===== config.mk =====
export PLATFORM = sky130hd
export DESIGN_NAME = arilla_bus_arbiter
export DESIGN_NICKNAME = d
export VERILOG_FILES = /design/src/rtl/arilla_bus_arbiter_pkg.sv /design/src/rtl/arilla_rr_select.sv /design/src/rtl/arilla_bus_arbiter.sv
export SDC_FILE = /design/constraint.sdc
export NUM_CORES = 1
export LEC_CHECK = 0
export ABC_AREA = 1
export CELL_PAD_IN_SITES_DETAIL_PLACEMENT = 1
export CELL_PAD_IN_SITES_GLOBAL_PLACEMENT = 1
export CORE_AREA = 2 2 138 140
export DETAILED_ROUTE_END_ITERATION = 6
export DIE_AREA = 0 0 140 142
export GPL_ROUTABILITY_DRIVEN = 1
export PLACE_DENSITY = 0.82
export SETUP_SLACK_MARGIN = 0.3
export SLEW_MARGIN = 40
export SYNTH_ARGS = -nofsm -noshare
export SYNTH_HDL_FRONTEND = slang
export SYNTH_HIERARCHICAL = 1
export SYNTH_SLANG_ARGS = --single-unit

===== constraint.sdc =====
create_clock -name clk -period 9.92 [get_ports clk]
set_clock_uncertainty 0.1 [all_clocks]
set_input_delay 2.976 -clock clk [delete_from_list [all_inputs] [get_ports clk]]
set_output_delay 2.976 -clock clk [all_outputs]
set_load 0.01 [all_outputs]

===== src/rtl/arilla_bus_arbiter_pkg.sv =====
// Shared types and helpers for the arilla bus arbiter.
// Holds the FSM state encoding, owner-index width helper and round-robin pointer step.
// No logic of its own; imported by the arbiter top and its selector.
package arilla_bus_arbiter_pkg;

    typedef enum logic [1:0] {
        IDLE = 2'd0,
        ADDR = 2'd1,
        RESP = 2'd2
    } state_e;

    // A single manager still needs a one-bit index.
    function automatic int owner_width(input int n);
        return (n > 1) ? $clog2(n) : 1;
    endfunction

    function automatic int next_rr_index(input int idx, input int n);
        return (idx + 1 >= n) ? 0 : idx + 1;
    endfunction

endpackage


===== src/rtl/arilla_rr_select.sv =====
// Request selector: first requester at or after ptr (round-robin) or lowest index (fixed).
// Latency: purely combinational.
// Backpressure: none; the caller decides when the winner is consumed.
module arilla_rr_select
    import arilla_bus_arbiter_pkg::*;
#(
    parameter int N    = 2,
    parameter int IdxW = 1
) (
    input  logic [N-1:0]    req,
    input  logic [IdxW-1:0] ptr,
    input  logic            rr_mode,
    output logic [N-1:0]    win_onehot,
    output logic [IdxW-1:0] win_idx,
    output logic            win_vld
);

    int              cand;
    logic [IdxW-1:0] sel;

    always_comb begin
        win_onehot = '0;
        win_idx    = '0;
        win_vld    = 1'b0;
        cand       = 0;
        sel        = '0;
        for (int k = 0; k < N; k++) begin
            cand = rr_mode ? int'(ptr) + k : k;
            if (cand >= N) begin
                cand = cand - N;
            end
            sel = IdxW'(cand);
            if (!win_vld && req[sel]) begin
                win_vld         = 1'b1;
                win_onehot[sel] = 1'b1;
                win_idx         = sel;
            end
        end
    end

endmodule


===== src/rtl/arilla_bus_arbiter.sv =====
// Multi-manager arbiter for the arilla bus; one transaction in flight, optional watchdog via ARILLA_BUS_ARBITER_TIMEOUT_EN.
// Latency: write grant 1 cycle after m_req; read response 1 cycle after s_rvalid; one IDLE bubble between transactions.
// Backpressure: s_ready low holds the latched request on s_* indefinitely; m_gnt only fires on acceptance.
module arilla_bus_arbiter
    import arilla_bus_arbiter_pkg::*;
#(
    parameter int NumManagers      = 2,
    parameter int DataWidth        = 32,
    parameter int ByteAddressWidth = 32,
    parameter int ByteSize         = 8,
    parameter int RoundRobin       = 1,
    parameter int TimeoutCycles    = 256
) (
    input  logic                                               clk,
    input  logic                                               rst,
    input  logic [NumManagers-1:0]                             m_req,
    input  logic [NumManagers-1:0]                             m_we,
    input  logic [NumManagers-1:0][ByteAddressWidth-1:0]       m_addr,
    input  logic [NumManagers-1:0][DataWidth-1:0]              m_wdata,
    input  logic [NumManagers-1:0][DataWidth/ByteSize-1:0]     m_be,
    output logic [NumManagers-1:0]                             m_gnt,
    output logic [NumManagers-1:0]                             m_rvalid,
    output logic [DataWidth-1:0]                               m_rdata,
    output logic                                               m_rerr,
    output logic                                               s_req,
    output logic                                               s_we,
    output logic [ByteAddressWidth-1:0]                        s_addr,
    output logic [DataWidth-1:0]                               s_wdata,
    output logic [DataWidth/ByteSize-1:0]                      s_be,
    input  logic                                               s_ready,
    input  logic                                               s_rvalid,
    input  logic [DataWidth-1:0]                               s_rdata
);

    localparam int OwnerW = owner_width(NumManagers);
    localparam int BeW    = DataWidth / ByteSize;

    state_e                state_q, state_d;
    logic [OwnerW-1:0]     owner_q, ptr_q, win_idx;
    logic [NumManagers-1:0] win_onehot;
    logic                  win_vld;
    logic                  accept, resp_fire, rvalid_q;
    logic                  sel_we;
    logic [ByteAddressWidth-1:0] sel_addr;
    logic [DataWidth-1:0]  sel_wdata, rdata_q;
    logic [BeW-1:0]        sel_be;

    arilla_rr_select #(
        .N    (NumManagers),
        .IdxW (OwnerW)
    ) u_select (
        .req        (m_req),
        .ptr        (ptr_q),
        .rr_mode    (RoundRobin != 0),
        .win_onehot (win_onehot),
        .win_idx    (win_idx),
        .win_vld    (win_vld)
    );

    always_comb begin
        sel_we    = 1'b0;
        sel_addr  = '0;
        sel_wdata = '0;
        sel_be    = '0;
        for (int i = 0; i < NumManagers; i++) begin
            if (win_onehot[i]) begin
                sel_we    = m_we[i];
                sel_addr  = m_addr[i];
                sel_wdata = m_wdata[i];
                sel_be    = m_be[i];
            end
        end
    end

`ifdef ARILLA_BUS_ARBITER_TIMEOUT_EN
    localparam int WdW = $clog2(TimeoutCycles + 1);
    logic [WdW-1:0] wd_q;
    logic           timeout_fire, rerr_q;
`endif

    always_comb begin
        state_d   = state_q;
        accept    = 1'b0;
        resp_fire = 1'b0;
`ifdef ARILLA_BUS_ARBITER_TIMEOUT_EN
        timeout_fire = 1'b0;
`endif
        case (state_q)
            IDLE: begin
                if (win_vld) begin
                    state_d = ADDR;
                end
            end
            ADDR: begin
                if (s_ready) begin
                    accept  = 1'b1;
                    state_d = s_we ? IDLE : RESP;
                end
            end
            RESP: begin
                if (s_rvalid) begin
                    resp_fire = 1'b1;
                    state_d   = IDLE;
                end
`ifdef ARILLA_BUS_ARBITER_TIMEOUT_EN
                else if (wd_q == WdW'(TimeoutCycles - 1)) begin
                    timeout_fire = 1'b1;
                    state_d      = IDLE;
                end
`endif
            end
            default: state_d = IDLE;
        endcase
    end

    assign s_req    = (state_q == ADDR);
    assign m_gnt    = accept ? (NumManagers'(1) << owner_q) : '0;
    assign m_rvalid = rvalid_q ? (NumManagers'(1) << owner_q) : '0;
    assign m_rdata  = rdata_q;

    always_ff @(posedge clk or posedge rst) begin
        if (rst) begin
            state_q  <= IDLE;
            owner_q  <= '0;
            ptr_q    <= '0;
            s_we     <= 1'b0;
            s_addr   <= '0;
            s_wdata  <= '0;
            s_be     <= '0;
            rvalid_q <= 1'b0;
            rdata_q  <= '0;
        end else begin
            state_q  <= state_d;
            rvalid_q <= resp_fire;
            if (state_q == IDLE && win_vld) begin
                owner_q <= win_idx;
                s_we    <= sel_we;
                s_addr  <= sel_addr;
                s_wdata <= sel_wdata;
                s_be    <= sel_be;
            end
            // Pointer advances on every acceptance so RR never starves a waiting port.
            if (accept) begin
                ptr_q <= OwnerW'(next_rr_index(int'(owner_q), NumManagers));
            end
            if (resp_fire) begin
                rdata_q <= s_rdata;
            end
`ifdef ARILLA_BUS_ARBITER_TIMEOUT_EN
            if (timeout_fire) begin
                rvalid_q <= 1'b1;
                rdata_q  <= '0;
            end
`endif
        end
    end

`ifdef ARILLA_BUS_ARBITER_TIMEOUT_EN
    always_ff @(posedge clk or posedge rst) begin
        if (rst) begin
            wd_q   <= '0;
            rerr_q <= 1'b0;
        end else begin
            wd_q <= (state_q == RESP && state_d == RESP) ? wd_q + 1'b1 : '0;
            if (resp_fire) begin
                rerr_q <= 1'b0;
            end else if (timeout_fire) begin
                rerr_q <= 1'b1;
            end
        end
    end
    assign m_rerr = rerr_q;
`else
    assign m_rerr = 1'b0;
`endif

endmodule


# Word-level counts from Yosys, hierarchy flattened
# Index checks and enable logic that the tools add are counted.
# classes
n_addsub	4
order_cmp	7
eq_ne	5
n_shift	1
muxes	36
n_bitwise	1
reduce_logical	7
# ops
op	count
$mux W32	4
$mux W1	19
$mux W2	8
$mux W4	2
$pmux W2 S3	1
$add A1 B1 Y2 const B	2
$ge A2 B2 Y1 const B	2
$logic_and A1 B1 Y1	4
$lt A1 B2 Y1 const B	2
$ne A2 B2 Y1 const B	2
$reduce_and A3 Y1	1
$demux W1 S1	2
$eq A2 B1 Y1 const B	1
$eq A2 B2 Y1 const B	1
$ge A1 B1 Y1 const B	2
$ge A1 B2 Y1 const B	1
$logic_not A2 Y1	1
$ne A2 B1 Y1 const B	1
$or A2 B2 Y2	1
$shl A1 B1 Y2 const A	1
$sub A1 B1 Y1 const B	2
$logic_not A1 Y1	1
# totals
register_bits	106
in_bits	176
elab_cells	70

# Logic depth before layout (Yosys ltp)
# depth
word_depth	11
depth_mapped	10
mapped_depth_nobuf	7

# Hierarchy
# Netlist, hierarchy kept.
# modules_own_cells
mod	n_inst	cells_per_inst	area_per_inst_um2
arilla_bus_arbiter	1	698	5056.1
arilla_rr_select	1	7	32.5

# Least setup slack after synthesis
# No wires, ideal clock.
# synth_path
path_kind	input to output
from	input port s_ready
to	output port m_gnt[0]
arrival_ns	3.238
path_slack_ns	3.606
path_stages	2
n_path_buf	0
cell_sequence	nand2_1 > nor2_1
# synth_via
elab_chain_cells	3
# synth_lines
element	line	source
from (decl)	arilla_bus_arbiter.sv:30	input logic s_ready,
$mux W1	arilla_bus_arbiter.sv:95	if (s_ready) begin
$mux W1	arilla_bus_arbiter.sv:88	case (state_q)
$mux W2	arilla_bus_arbiter.sv:117	assign m_gnt = accept ? (NumManagers'(1) << owner_q) : '0;
to (decl)	arilla_bus_arbiter.sv:21	output logic [NumManagers-1:0] m_gnt,
# Every way passes these cells.

# Worst setup path after layout
# layout_path
from	input port s_ready
to	output port m_gnt[1]
# The elaborated chain is that of the path after synthesis.

==> key figures <==
Yosys
  – Avg Inst Size Synth: ~7.2 µm²
  – Xor and xnor fraction of the mapped netlist area: 0%
  – Post-synthesis compound-gate area fraction: less than 1%
  – Main combinational cell family by area after synthesis: simple AND/OR/NAND/NOR gates
  – Post-synthesis instance area: 5090 µm²
  – Total nets after synthesis: 881
  – Distinct cells, synth: 17
  – Synthesized-area fraction occupied by and/or/nand/nor cells: around 42%
  – Register bit total from synthesis: between 100 and 150
  – Portion of netlist area occupied by mux cells: 0%
  – Share of synthesized cell area in full adder, half adder and majority cells: 0%
  – Post-synthesis sequential area ratio: roughly 52%
  – Most area-consuming cells after synthesis: sky130_fd_sc_hd__dfrtp_1 (52%), sky130_fd_sc_hd__nand2_1 (33%), sky130_fd_sc_hd__nand3_1 (7.1%)
  – Count of mapped cells out of synthesis: between 700 and 800
  – Portion of synthesized cell area occupied by the leading cell type: 52.1%
  – Cell taking the most area after synthesis: sky130_fd_sc_hd__dfrtp_1
  – Warnings, synthesis: 6

Global route
  – Remaining global-route overflow: 0
  – GRT Util Overall: approximately 19%
  – Antenna violations before repair: 0
  – Global-route wire length before repair: between 20000 and 30000 µm
  – Via count of the first global-routing pass: approximately 5600
  – Maximum number of pins on one net before global-route repair: 73

Layout
  – Total inserted antenna cells: 0
  – Growth of design area from synthesis to finish: 64.2%
  – Final Instance Count excl. Fillers: between 1000 and 1500
  – Final non-filler cell area: ~8400 µm²
  – Fraction of layout cells with a size suffix above 1: 3.22%
  – Net count, final: approximately 1100

Route
  – Antenna Nets Post-Route: 0
  – Detail-routed net length per standard cell: between 15 and 20 µm
  – Length of the first detailed-routing pass in iterations: 7
  – Wirelength, routed: 18300 µm
  – DR vias: ~5400
  – Average vias per placed instance: ~4.5
  – Drt first-iter violations: about 170
  – Residual DRC count: 17

Placed design
  – # placed instances: ~1200
  – Number of input and output port buffers inserted: 281
  – Dpl cell area: 8010 µm²
  – Final weighted congestion in routability-driven placement: 0.786
  – Placed wire-length estimate after detailed placement: approximately 13000 µm
  – Pre-CTS setup slack: roughly 2600 ps

CTS
  – Count of hold buffers inserted by post-cts repair: 0
  – Post-CTS clock slew at the launch and capture registers of the worst setup and hold paths: 70 ps
  – CTS tree: built
  – Total of cells resized after clock tree synthesis: 0
  – Buffers inserted during post-CTS setup optimization: 0
  – Root buffer cell: sky130_fd_sc_hd__clkbuf_16
  – Insertion delay of the later-clocked pin in the worst-skew pair: ~340 ps
  – Clock H-tree levels: 3
  – Number of clock sinks: approximately 110
  – Clock buffer depth: 2
  – TritonCTS buffer count: 9

STA
  – Final hold vios: 0
  – Upper clock frequency limit: between 100 and 150 MHz
  – Count of pins over their slew limit: 0
  – Slew margin rel.: 50.3%
  – Least-Margin Pin Slew: 745 ps
  – Post-layout worst setup margin: between 2000 and 3000 ps
  – Hold WS: 381 ps
  – Fin crit period: around 7300 ps
  – RSZ-0062 raised after global routing: false
  – Total Negative Setup Slacks: 0 ps
  – Total setup violations reported at the end of the flow: 0
  – Final period util: around 73%

Pwr
  – Power per standard cell area: 245 nW/µm²
  – Standby leakage power: around 4.2 nW
  – Worst supply voltage drop on vdd: approximately 92 µV

Floorplan
  – Row cnt: 50
  – Initial Utilization: 27.6%
  – Die H: roughly 140 µm
  – Die X-Extent: 140 µm
  – Area of the core: ~18000 µm²
  – Total Die Area: between 15000 and 20000 µm²
  – Ports placed on the boundary: approximately 280

Flow run
  – Max-Cap Viols: 0

Worst setup path
  – Sort of element at the start of the critical path: primary input
  – Cells traversed along the worst timing path: clkdlybuf4s50_1 -> nand2_1 -> nor2_1 -> clkdlybuf4s50_1
  – Reg2Reg Depth: 6
  – Most prevalent standard cell on the critical path: sky130_fd_sc_hd__clkdlybuf4s50_1
  – Kind of end point of the critical path: output pin
  – Data arrival at the endpoint of the critical path: ~4200 ps
  – Startpoint-to-endpoint class of the critical path: in2out
  – Critical-path maximum fanout: 4
  – Required time reported for the critical path endpoint: between 6000 and 7000 ps
  – Longest individual stage delay on the worst path: ~540 ps
  – Worst path slowest cell: sky130_fd_sc_hd__clkdlybuf4s50_1

Worst hold path
  – Type of the most critical hold path: reg2reg
  – Worst hold stages: 2

Outcome
  – Result of the run: complete, but fails checks
  – Failing checks: design-rule violations
[cells in the mapped netlist]
cell type                  instances
sky130_fd_sc_hd__clkbuf_1          9
sky130_fd_sc_hd__o21ai_1           1
sky130_fd_sc_hd__o21ai_0           2
sky130_fd_sc_hd__buf_6             1
sky130_fd_sc_hd__nor2_2            1
sky130_fd_sc_hd__dfrtp_1         106
sky130_fd_sc_hd__buf_2            24
sky130_fd_sc_hd__nand3_1          72
sky130_fd_sc_hd__inv_2             3
sky130_fd_sc_hd__conb_1            2
sky130_fd_sc_hd__nand2_4           1
sky130_fd_sc_hd__inv_1            13
sky130_fd_sc_hd__nand3_2           1
sky130_fd_sc_hd__nand2_1         453
sky130_fd_sc_hd__or2_1             1
sky130_fd_sc_hd__nor2_1            5
sky130_fd_sc_hd__buf_4            10
[cell families after synthesis]
kind of cell	Yosys count
other cells	2
buf+inv	60
simple gates	534
flops	106
compound gates	3
[metal layers]
metal	track usage, %	share of wire (%)	vias up
met4	5.26	1.9	0
met3	4.61	6.4	21
met2	32.6	50	156
li1	-	-	2650
met1	22.8	42	2561
met5	0	0	-
[power breakdown]
group	internal, mW	switching [mW]	total [mW]
combinational	0.466	0.488	0.954
sequential	0.608	0.100	0.708
clock	0.204	0.178	0.381
total	1.28	0.766	2.04
[worst paths after layout]
path	from	to	slack, ps
worst min-delay path	s_addr[6]$_DFFE_PP0P_	s_addr[6]$_DFFE_PP0P_	380
worst min register to register	s_addr[6]$_DFFE_PP0P_	s_addr[6]$_DFFE_PP0P_	380
worst max-delay path	s_ready	m_gnt[1]	2640
max in group asynchronous	rst	m_rdata[28]$_DFFE_PP0P_	5720
worst max register to register	state_q[1]$_DFFE_PP0P_	s_addr[18]$_DFFE_PP0P_	7450
min in group asynchronous	rst	m_rdata[5]$_DFFE_PP0P_	2970
[registers in the layout, indices dropped and copies added (netlist names)]
| register | count |
|---|---|
| s_be | 4 |
| rvalid_q | 1 |
| s_we | 1 |
| ptr_q | 1 |
| state_q | 2 |
| s_wdata | 32 |
| owner_q | 1 |
| s_addr | 32 |
| m_rdata | 32 |
[worst max-delay path: cells and delay by family]
| family | cells | cell delay (ps) |
|---|---|---|
| buffers and inverters | 2 | 1020 |
| and+or+nand+nor | 2 | 210 |
[stage by stage]
| step | total power [mW] | util [%] |
|---|---|---|
| floorplan | 1.15 | - |
| global placement | 1.66 | 43.4 |
| detailed placement | 1.69 | 43.4 |
| CTS | 2.08 | 45.1 |
| global route | 2.20 | 45.3 |
| finish | 2.04 | 45.3 |
[cell type report]
| type | instances | area, µm² |
|---|---|---|
| Tap cell | 234 | 293 |
| Timing Repair Buffer | 287 | 2870 |
| Clock inverter | 7 | 97.6 |
| Clock buffer | 9 | 225 |
| Sequential cell | 106 | 2650 |
| Multi-Input combinational cell | 539 | 2160 |
| Inverter | 16 | 62.6 |
| Fill cell | 2269 | 10100 |
[cell usage in the layout, fill, tap and decap left out, types with 2 or more instances in the layout]
cell type,count
sky130_fd_sc_hd__clkinv_8,2
sky130_fd_sc_hd__nand3_1,72
sky130_fd_sc_hd__conb_1,2
sky130_fd_sc_hd__inv_2,4
sky130_fd_sc_hd__inv_6,3
sky130_fd_sc_hd__inv_1,11
sky130_fd_sc_hd__nor2_1,5
sky130_fd_sc_hd__buf_4,5
sky130_fd_sc_hd__nand2_1,453
sky130_fd_sc_hd__clkdlybuf4s50_1,281
sky130_fd_sc_hd__clkbuf_16,9
sky130_fd_sc_hd__dfrtp_1,106
No activity file was read; power rests on OpenSTA's default activity.
